$ cat src/rtl/vend_pkg.sv
// Shared vending-machine definitions: coin codes and values, dispenser states,
// and the item prices used across the vending blocks.
package vend_pkg;

    typedef enum logic [1:0] {
        COIN_NONE = 2'd0,
        COIN_5    = 2'd1,
        COIN_10   = 2'd2,
        COIN_20   = 2'd3
    } coin_e;

    typedef enum logic [1:0] {
        ST_IDLE,
        ST_SELECT,
        ST_REQ,
        ST_DONE
    } state_e;

    localparam int unsigned VAL_5  = 5;
    localparam int unsigned VAL_10 = 10;
    localparam int unsigned VAL_20 = 20;

    localparam int unsigned NUM_ITEMS   = 4;
    localparam int unsigned PRICE_WATER = 25;
    localparam int unsigned PRICE_SODA  = 35;
    localparam int unsigned PRICE_JUICE = 45;
    localparam int unsigned PRICE_SNACK = 50;

    function automatic int unsigned coin_value(coin_e c);
        case (c)
            COIN_5:  return VAL_5;
            COIN_10: return VAL_10;
            COIN_20: return VAL_20;
            default: return 0;
        endcase
    endfunction

endpackage

$ cat src/rtl/change_dispenser_if.sv
// Payout bus between the vending FSM / coin hopper side and the change dispenser.
interface change_dispenser_if #(
    parameter int AMT_W = 6
);
    logic             change_valid;
    logic [AMT_W-1:0] change;
    logic             ready;
    logic             coin_req;
    logic [1:0]       coin_sel;
    logic             coin_ack;
    logic             refill;
    logic             done;
    logic             fault;
    logic [AMT_W-1:0] remaining;
    logic [2:0]       empty;

    modport master (
        output change_valid, change, coin_ack, refill,
        input  ready, coin_req, coin_sel, done, fault, remaining, empty
    );

    modport slave (
        input  change_valid, change, coin_ack, refill,
        output ready, coin_req, coin_sel, done, fault, remaining, empty
    );
endinterface

$ cat src/rtl/coin_stock_counter.sv
// Per-denomination coin stock: loads a fixed fill level, decrements on each
// ejected coin and never wraps below zero.
module coin_stock_counter #(
    parameter int STOCK_W    = 4,
    parameter int STOCK_INIT = 8
) (
    input  logic               clk,
    input  logic               load,
    input  logic               dec,
    output logic [STOCK_W-1:0] count,
    output logic               empty
);

    always_ff @(posedge clk) begin
        if (load) begin
            count <= STOCK_W'(STOCK_INIT);
            empty <= (STOCK_INIT == 0);
        end else if (dec && count != '0) begin
            count <= count - STOCK_W'(1);
            empty <= (count == STOCK_W'(1));
        end
    end

endmodule

$ cat src/rtl/change_dispenser.sv
// Pays out a change amount one coin at a time, largest denomination first,
// through a req/ack handshake with the coin hopper.
//
// state     | meaning
// ST_IDLE   | ready for a request; refill honoured here
// ST_SELECT | choose the next coin or finish
// ST_REQ    | coin_req high, waiting for coin_ack or timeout
// ST_DONE   | one-cycle done pulse
module change_dispenser
    import vend_pkg::*;
#(
    parameter int AMT_W       = 6,
    parameter int STOCK_W     = 4,
    parameter int STOCK_INIT  = 8,
    parameter int ACK_TIMEOUT = 15
) (
    input logic               clk,
    input logic               rst,
    change_dispenser_if.slave bus
);

    localparam int TMR_W = $clog2(ACK_TIMEOUT + 1);
    localparam logic [AMT_W-1:0] AMT_5  = AMT_W'(VAL_5);
    localparam logic [AMT_W-1:0] AMT_10 = AMT_W'(VAL_10);
    localparam logic [AMT_W-1:0] AMT_20 = AMT_W'(VAL_20);

    state_e             state_q, state_d;
    logic [AMT_W-1:0]   rem_q, rem_d;
    logic               fault_q, fault_d;
    coin_e              sel_q, sel_d;
    logic [TMR_W-1:0]   tmr_q, tmr_d;
    logic               ready_q, coin_req_q, done_q;

    logic [STOCK_W-1:0] cnt5, cnt10, cnt20;
    logic [2:0]         stock_empty;
    logic               load, ack_ok;

    // Reset doubles as a refill so the stocks start full.
    assign load   = rst || (state_q == ST_IDLE && bus.refill);
    assign ack_ok = (state_q == ST_REQ) && bus.coin_ack;

    coin_stock_counter #(.STOCK_W(STOCK_W), .STOCK_INIT(STOCK_INIT)) u_stock5 (
        .clk(clk), .load(load), .dec(ack_ok && sel_q == COIN_5),
        .count(cnt5), .empty(stock_empty[0])
    );
    coin_stock_counter #(.STOCK_W(STOCK_W), .STOCK_INIT(STOCK_INIT)) u_stock10 (
        .clk(clk), .load(load), .dec(ack_ok && sel_q == COIN_10),
        .count(cnt10), .empty(stock_empty[1])
    );
    coin_stock_counter #(.STOCK_W(STOCK_W), .STOCK_INIT(STOCK_INIT)) u_stock20 (
        .clk(clk), .load(load), .dec(ack_ok && sel_q == COIN_20),
        .count(cnt20), .empty(stock_empty[2])
    );

    always_comb begin
        state_d = state_q;
        rem_d   = rem_q;
        fault_d = fault_q;
        sel_d   = sel_q;
        tmr_d   = tmr_q;
        case (state_q)
            ST_IDLE: begin
                if (bus.change_valid) begin
                    if (bus.change == '0) begin
                        rem_d   = '0;
                        fault_d = 1'b0;
                        state_d = ST_DONE;
                    end else if ((bus.change % AMT_5) != '0) begin
                        rem_d   = '0;
                        fault_d = 1'b1;
                        state_d = ST_DONE;
                    end else begin
                        rem_d   = bus.change;
                        fault_d = 1'b0;
                        state_d = ST_SELECT;
                    end
                end
            end
            ST_SELECT: begin
                tmr_d   = TMR_W'(ACK_TIMEOUT - 1);
                state_d = ST_REQ;
                if (rem_q == '0) begin
                    sel_d   = COIN_NONE;
                    state_d = ST_DONE;
                end else if (rem_q >= AMT_20 && cnt20 != '0) begin
                    sel_d = COIN_20;
                end else if (rem_q >= AMT_10 && cnt10 != '0) begin
                    sel_d = COIN_10;
                end else if (rem_q >= AMT_5 && cnt5 != '0) begin
                    sel_d = COIN_5;
                end else begin
                    sel_d   = COIN_NONE;
                    fault_d = 1'b1;
                    state_d = ST_DONE;
                end
            end
            ST_REQ: begin
                if (bus.coin_ack) begin
                    rem_d   = rem_q - AMT_W'(coin_value(sel_q));
                    state_d = ST_SELECT;
                end else if (tmr_q == '0) begin
                    sel_d   = COIN_NONE;
                    fault_d = 1'b1;
                    state_d = ST_DONE;
                end else begin
                    tmr_d = tmr_q - TMR_W'(1);
                end
            end
            ST_DONE: begin
                sel_d   = COIN_NONE;
                state_d = ST_IDLE;
            end
            default: state_d = ST_IDLE;
        endcase
    end

    // Handshake outputs are registered from the next state so they line up with it.
    always_ff @(posedge clk) begin
        if (rst) begin
            state_q    <= ST_IDLE;
            rem_q      <= '0;
            fault_q    <= 1'b0;
            sel_q      <= COIN_NONE;
            tmr_q      <= '0;
            ready_q    <= 1'b1;
            coin_req_q <= 1'b0;
            done_q     <= 1'b0;
        end else begin
            state_q    <= state_d;
            rem_q      <= rem_d;
            fault_q    <= fault_d;
            sel_q      <= sel_d;
            tmr_q      <= tmr_d;
            ready_q    <= (state_d == ST_IDLE);
            coin_req_q <= (state_d == ST_REQ);
            done_q     <= (state_d == ST_DONE);
        end
    end

    assign bus.ready     = ready_q;
    assign bus.coin_req  = coin_req_q;
    assign bus.coin_sel  = sel_q;
    assign bus.done      = done_q;
    assign bus.fault     = fault_q;
    assign bus.remaining = rem_q;
    assign bus.empty     = stock_empty;

endmodule

$ cat src/flat_wrapper.sv
// flat-port wrapper written by rule: the top's interface ports become plain ports
module change_dispenser_flat import vend_pkg::*;
#(
    parameter int AMT_W       = 6,
    parameter int STOCK_W     = 4,
    parameter int STOCK_INIT  = 8,
    parameter int ACK_TIMEOUT = 15
)
  (clk, rst, bus_change_valid, bus_change, bus_coin_ack, bus_refill, bus_ready, bus_coin_req, bus_coin_sel, bus_done, bus_fault, bus_remaining, bus_empty);
  change_dispenser_if #(.AMT_W(AMT_W)) bus_i ();
  input logic clk;
  input logic rst;
  input wire logic [$bits(bus_i.change_valid)-1:0] bus_change_valid;
  input wire logic [$bits(bus_i.change)-1:0] bus_change;
  input wire logic [$bits(bus_i.coin_ack)-1:0] bus_coin_ack;
  input wire logic [$bits(bus_i.refill)-1:0] bus_refill;
  output wire logic [$bits(bus_i.ready)-1:0] bus_ready;
  output wire logic [$bits(bus_i.coin_req)-1:0] bus_coin_req;
  output wire logic [$bits(bus_i.coin_sel)-1:0] bus_coin_sel;
  output wire logic [$bits(bus_i.done)-1:0] bus_done;
  output wire logic [$bits(bus_i.fault)-1:0] bus_fault;
  output wire logic [$bits(bus_i.remaining)-1:0] bus_remaining;
  output wire logic [$bits(bus_i.empty)-1:0] bus_empty;
  assign bus_i.change_valid = bus_change_valid;
  assign bus_i.change = bus_change;
  assign bus_i.coin_ack = bus_coin_ack;
  assign bus_i.refill = bus_refill;
  assign bus_ready = bus_i.ready;
  assign bus_coin_req = bus_i.coin_req;
  assign bus_coin_sel = bus_i.coin_sel;
  assign bus_done = bus_i.done;
  assign bus_fault = bus_i.fault;
  assign bus_remaining = bus_i.remaining;
  assign bus_empty = bus_i.empty;
  change_dispenser #(.AMT_W(AMT_W), .STOCK_W(STOCK_W), .STOCK_INIT(STOCK_INIT), .ACK_TIMEOUT(ACK_TIMEOUT)) u_core (.clk(clk), .rst(rst), .bus(bus_i));
endmodule
$ cat config.mk
export PLATFORM = sky130hd
export DESIGN_NAME = change_dispenser_flat
export DESIGN_NICKNAME = d
export VERILOG_FILES = /design/src/rtl/vend_pkg.sv /design/src/rtl/change_dispenser_if.sv /design/src/rtl/coin_stock_counter.sv /design/src/rtl/change_dispenser.sv /design/src/flat_wrapper.sv
export SDC_FILE = /design/constraint.sdc
export NUM_CORES = 1
export LEC_CHECK = 0
export BUFFER_PORTS_ARGS = -buffer_cell sky130_fd_sc_hd__buf_2
export CORE_MARGIN = 4
export CORE_UTILIZATION = 31
export CTS_CLUSTER_SIZE = 16
export DETAILED_ROUTE_END_ITERATION = 6
export GPL_ROUTABILITY_DRIVEN = 0
export PLACE_DENSITY = 0.5
export SLEW_MARGIN = 25
export SYNTH_ARGS = -nofsm -noshare
export SYNTH_HDL_FRONTEND = slang
export SYNTH_HIERARCHICAL = 1
export SYNTH_SLANG_ARGS = --single-unit
$ cat constraint.sdc
create_clock -name clk -period 2.9 [get_ports clk]
set_input_delay 0.145 -clock clk [delete_from_list [all_inputs] [get_ports clk]]
set_output_delay 0.145 -clock clk [all_outputs]
set_load 0.1 [all_outputs]
Word-level counts from Yosys, hierarchy flattened
Cells that the tools add are included.
Widths: inputs -> output; s select.
{ "word_totals": {"ff_bits": 33, "out_inout_bits": 15, "word_cells": 110, "input_bits": 11} }
{ "classes": {"div": 1, "n_mux": 38, "n_eq_ne": 20, "magnitude_cmp": 3, "n_addsub": 5, "reduce_logical": 29} }
{ "ops": {"columns": ["cell", "count"], "rows": [
  ["$mux 6", 6],
  ["$mux 2", 13],
  ["$ne 2x2->1 const B", 9],
  ["$sub 4x1->4 const B", 4],
  ["$pmux 5 s3", 1],
  ["$eq 2x2->1 const B", 6],
  ["$eq 4x1->1 const B", 3],
  ["$logic_not 6->1", 2],
  ["$pmux 6 s2", 1],
  ["$reduce_bool 4->1", 3],
  ["$logic_and 1x1->1", 11],
  ["$mux 1", 11],
  ["$reduce_and 3->1", 3],
  ["$mux 4", 2],
  ["$pmux 2 s4", 1],
  ["$pmux 4 s2", 1],
  ["$reduce_and 8->1", 1],
  ["$ge 6x3->1 const B", 1],
  ["$ge 6x4->1 const B", 1],
  ["$ge 6x5->1 const B", 1],
  ["$mod 6x3->6 const B", 1],
  ["$pmux 2 s3", 1],
  ["$reduce_bool 3->1", 2],
  ["$reduce_bool 6->1", 1],
  ["other kinds (7)", 10]
]} }

Longest topological paths before layout
{ "logic_depth": {"depth_word": 8, "ltp_mapped": 11} }

By module
The synthesis kept the hierarchy.
{ "modules_own_cells": {"columns": ["mod", "cells_each", "area_per_inst_um2", "n_inst", "seq_area_each_um2"], "rows": [
  ["change_dispenser", 194, 1555.2, 1, 360.3],
  ["coin_stock_counter", 29, 259.0, 3, 100.1]
]} }

Worst setup path before layout
Ideal clock, no wire load.
{ "synth_path": {"path_kind": "reg2reg", "startpoint": "register u_core.sel_q[0] (netlist: u_core/bus.coin_sel[0])", "endpoint": "register u_core.rem_q[5] (netlist: u_core/bus.remaining[5])", "setup_time_ps": 91, "synth_period_minus_slack_ps": 2709, "path_buffers": 0, "t_arrival_ps": 2618, "path_stages_with_launch": 11, "path_slack_ps": 191, "path_cell_list": "dfxtp_1 > inv_1 > nand2_1 > ha_1 > nor2b_1 > o21ai_0 > a21boi_0 > o21ai_0 > and3_1 > o21ai_0 > a311oi_1"} }
{ "synth_between": {"elab_chain_cells": 7, "word_cells_on_any_way": 9, "classes_between": "1 x add/sub; 3 x eq/ne; 5 x mux"} }
{ "synth_lines": {"columns": ["element", "line", "source"], "rows": [
  ["start, declared", "change_dispenser.sv:30", "coin_e sel_q, sel_d;"],
  ["start signal, assigned", "change_dispenser.sv:132", "sel_q <= sel_d;"],
  ["$eq 2x2->1 / $eq 2x1->1 (equally long branches)", "vend_pkg.sv:30", "case (c)"],
  ["$pmux 5 s3 (*)", "vend_pkg.sv:30", null],
  ["$mux 6 (*)", "change_dispenser.sv:98", "if (bus.coin_ack) begin"],
  ["$mux 6 (*)", "change_dispenser.sv:61", "case (state_q)"],
  ["$sub 6x6->6 (*)", "change_dispenser.sv:99", "rem_d = rem_q - AMT_W'(coin_value(sel_q));"],
  ["$mux 6 (*)", "change_dispenser.sv:98", null],
  ["$pmux 6 s2 (*)", "change_dispenser.sv:61", null],
  ["end signal, assigned", "change_dispenser.sv:130", "rem_q <= rem_d;"],
  ["end, declared", "change_dispenser.sv:28", "logic [AMT_W-1:0] rem_q, rem_d;"]
]} }
Every way passes the cells marked *; elsewhere a longest branch is shown, timed or not. The select of a mux whose other input is x is not followed.
A chain may end at the register's enable or synchronous reset.

Worst setup path in the final report
{ "layout_path": {"startpoint": "register u_core.tmr_q[0]", "endpoint": "register u_core.fault_q (netlist: u_core/bus.fault)"} }
{ "layout_between": {"elab_chain_cells": 3} }
{ "layout_lines": {"columns": ["element", "line", "source"], "rows": [
  ["start, declared", "change_dispenser.sv:31", "logic [TMR_W-1:0] tmr_q, tmr_d;"],
  ["start signal, assigned", "change_dispenser.sv:133", "tmr_q <= tmr_d;"],
  ["$logic_not 4->1", "change_dispenser.sv:101", "end else if (tmr_q == '0) begin"],
  ["$ne 2x2->1 (no line)", null, null],
  ["$reduce_and 8->1 (no line)", null, null],
  ["end signal, assigned", "change_dispenser.sv:131", "fault_q <= fault_d;"],
  ["end, declared", "change_dispenser.sv:29", "logic fault_q, fault_d;"]
]} }
No other way between the ends.

==> reports/qor.csv <==
metric;value;unit
result of the run;completed;
post-route cell area;2690;sq um
remaining global-route overflow;0;
synth warn;6;
slew at the pin closest to its max-slew limit;0.689;ns
Max Fclk;0.419;GHz
most common cell after layout, fill and taps aside;sky130_fd_sc_hd__dfxtp_1;
number of nets still failing antenna checks after routing;0;
sort of element at the end of the critical path;register;
worst-skew pair later-pin latency;0.29;ns
max cap viols;0;
Post-Route Setup TNS;0;ns
class of the worst hold path;primary input to register;
final setup fails;0;
post-place setup slack;0.291;ns
TritonCTS clock tree;yes;
H-Tree Level Count;2;
remaining design rule violation count;0;
Die Y;94.7;um
cell depth of the worst flop-to-flop path;7;
number of setup buffers added after CTS;0;
Clock Skew;0.00539;ns
overall power;3.02;mW
number of vias per cell;4.99;
layout cell share with drive strength beyond 1;16.5;%
Power Dens Cells;1120;nW/um^2
share of the clock period used by the worst path;82.3;%
TritonRoute pass-1 iters;4;
number of nets in the synthesized netlist;312;
die width;94.7;um
number of flops mapped to enable cells by yosys;0;
number of max-slew violations in the final report;0;
Critical Path Start Type;register;
post-detailed-route wirelength per cell;12.9;um
post-DP HPWL;4.03;mm
maximum number of pins on one net before global-route repair;22;
critical path class;register to register;
number of buffer and inverter stages on the critical path;1;
area grow syn2layout;15.2;%
highest net fanout along the worst path;6;
critical path, cell by cell;inv_1, ha_1, or3b_2, o21a_1, a2111oi_0, nor2_1, a211oi_1;
number of nets at the end of the flow;340;
Core Region;7290;sq um
total routing resource utilization after global routing;12.3;%
post-cts sizing count;0;
vias in the first global route;1917;
leak pwr;1.01;nW
cell row count;31;
starting density of the core;32.0;%
cell family with most CP delay;compound AO/OA/AOI/OAI gates;
RSZ-0062 raised after global routing;no;
netlist area before placement;2330;sq um
Root Buffer Master;sky130_fd_sc_hd__clkbuf_8;
wire length of the first global-routing pass;8.99;mm
maximum vdd ir drop;0.501;mV
number of antenna diodes;0;
number of buffers inserted by hold repair at cts;0;
critical register-to-register path startpoint;u_core/tmr_q[0]$_SDFFE_PP0P_;
data required time at the worst endpoint;3.11;ns
aggregate routed wire length;5.26;mm
maximum cell stage delay along the critical path;0.65;ns
Clock transition at path regs;0.07;ns
Final Worst Setup Slack;0.514;ns
antenna violations before repair;0;
Unique masters post-synth;56;
Max-Slew Margin vs Limit;52.9;%
highest-count cells in the layout ignoring fill and taps;sky130_fd_sc_hd__dfxtp_1, sky130_fd_sc_hd__buf_2, sky130_fd_sc_hd__nor2_1, sky130_fd_sc_hd__inv_1, sky130_fd_sc_hd__ha_1;
total clock buffers created by CTS;5;
Crit. path cell count;7;
CTS Sinks;33;
number of buffers on the longest clock path;2;
WP data arrival;2.59;ns
sequential cell area fraction in the yosys report;28.3;%
placement-stage cell area;2550;sq um
Starting DRT DRC Count;114;
DR vias;2039;
endpoint of the worst-slack reg-to-reg timing path;u_core/bus.fault$_SDFFE_PP0P_;
Syn Area/Cell;8.30;sq um
Cells after Synth;281;
post-synthesis sequential element count;33;
Period minus WS final;2.39;ns
fraction of registers with async set/reset;0;%
setup slack of the most critical reg-to-reg path;0.51;ns
worst setup path end;u_core/bus.fault$_SDFFE_PP0P_;
post-layout util;36.8;%
I/O pin count;26;
count of endpoints failing hold in the final timing report;0;
Die ar.;8970;sq um
worst setup path start;u_core/tmr_q[0]$_SDFFE_PP0P_;
critical path's slowest cell;sky130_fd_sc_hd__a2111oi_0;
most common flop cell mapped by yosys;sky130_fd_sc_hd__dfxtp_1;
number of I/O port buffers;25;
## synthesized netlist by cell type (3+ instances only)
cell type,count,area [sq um]
sky130_fd_sc_hd__xnor2_1,4,35.0
sky130_fd_sc_hd__nor2_1,23,86.3
sky130_fd_sc_hd__dfxtp_1,33,661
sky130_fd_sc_hd__nand2_1,18,67.6
sky130_fd_sc_hd__and2_4,3,26.3
sky130_fd_sc_hd__a211oi_2,3,37.5
sky130_fd_sc_hd__nand3_1,8,40.0
sky130_fd_sc_hd__or2b_1,4,30.0
sky130_fd_sc_hd__o21ai_0,17,85.1
sky130_fd_sc_hd__a31oi_1,5,31.3
sky130_fd_sc_hd__a211o_1,3,26.3
sky130_fd_sc_hd__or3b_1,3,26.3
sky130_fd_sc_hd__nand2b_1,10,62.6
sky130_fd_sc_hd__a21oi_1,18,90.1
sky130_fd_sc_hd__nand4b_1,9,78.8
sky130_fd_sc_hd__a311oi_1,5,43.8
sky130_fd_sc_hd__clkbuf_1,4,15.0
sky130_fd_sc_hd__nor2b_1,10,62.6
sky130_fd_sc_hd__or4b_1,4,40.0
sky130_fd_sc_hd__o21a_1,3,22.5
sky130_fd_sc_hd__nor4_1,5,31.3
sky130_fd_sc_hd__ha_1,19,238
sky130_fd_sc_hd__nor3_1,8,40.0
sky130_fd_sc_hd__o211ai_1,3,22.5
sky130_fd_sc_hd__inv_1,20,75.1
## worst register-to-register path: stages, from the launching register on
cell	delay [ns]
sky130_fd_sc_hd__dfxtp_1	0.33
sky130_fd_sc_hd__inv_1	0.08
sky130_fd_sc_hd__ha_1	0.18
sky130_fd_sc_hd__or3b_2	0.53
sky130_fd_sc_hd__o21a_1	0.24
sky130_fd_sc_hd__a2111oi_0	0.65
sky130_fd_sc_hd__nor2_1	0.08
sky130_fd_sc_hd__a211oi_1	0.21
## power by group
group | internal, mW | total [mW] | switching, mW
combinational | 0.537 | 1.79 | 1.26
clock | 0.341 | 0.515 | 0.174
sequential | 0.576 | 0.710 | 0.135
total | 1.45 | 3.02 | 1.56
## final cells by class
type / instances / area, sq um
clock buffers: 5 / 68.8
clock inverters: 3 / 65.1
fillers: 809 / 4610
inverters: 20 / 75.1
multi-input cells: 220 / 1540
flip-flops and latches: 33 / 661
well taps: 99 / 124
repair buffers: 29 / 155
## per-stage QoR
step / hold slack, ns / std cells
detailed placement: 0.463 / 401
floorplan: 0.213 / 281
CTS: 0.230 / 409
finish: 0.236 / 409
global placement: 0.457 / 401
global route: 0.250 / 409
## logic make-up (layout without fill, tap and decap cells)
kind of cell               Yosys count  after routing  share of synthesized area [%]
DFF                                 33             33                           28.3
and+or+nand+nor                    121            121                           30.7
xor gates and xnor gates             4              4                           1.50
AOI/OAI and AO/OA                   75             75                           22.6
adders and majority gates           20             20                           11.1
buffers and inverters               28             57                           5.74
## sequential cells by signal, indices dropped and copies added, names as in the netlist
signal                  cells
u_core/u_stock5/count       4
u_core/u_stock20/count      4
u_core/u_stock5/empty       1
u_core/bus.done             1
u_core/bus.fault            1
u_core/tmr_q                4
u_core/bus.remaining        6
u_core/u_stock10/count      4
u_core/bus.coin_req         1
u_core/bus.ready            1
u_core/state_q              2
u_core/u_stock10/empty      1
u_core/u_stock20/empty      1
u_core/bus.coin_sel         2
## worst min path at each step
| stage | depth (start not counted) | start | slack, ns | to |
|---|---|---|---|---|
| 6_report | 3 | bus_change[3] | 0.24 | u_core/bus.remaining[3]$_SDFFE_PP0P_ |
| 5_1_grt | 3 | bus_change[4] | 0.25 | u_core/bus.remaining[4]$_SDFFE_PP0P_ |
| 4_1_cts | 3 | bus_change[4] | 0.23 | u_core/bus.remaining[4]$_SDFFE_PP0P_ |
| 3_5_place_dp | 2 | u_core/u_stock10/empty$_SDFFE_PP0P_ | 0.46 | u_core/u_stock10/empty$_SDFFE_PP0P_ |
| 3_3_place_gp | 2 | u_core/u_stock10/empty$_SDFFE_PP0P_ | 0.46 | u_core/u_stock10/empty$_SDFFE_PP0P_ |
| 2_1_floorplan | 1 | rst | 0.21 | u_core/bus.remaining[0]$_SDFFE_PP0P_ |
## layer usage
metal	global-route usage, %	share of wire, %	vias up
met5	0	0	-
met1	17.2	51	920
met2	18.9	44	32
li1	-	-	1083
met3	2.79	3.4	4
met4	3.61	0.82	0
(Power assumes the default switching activity.)
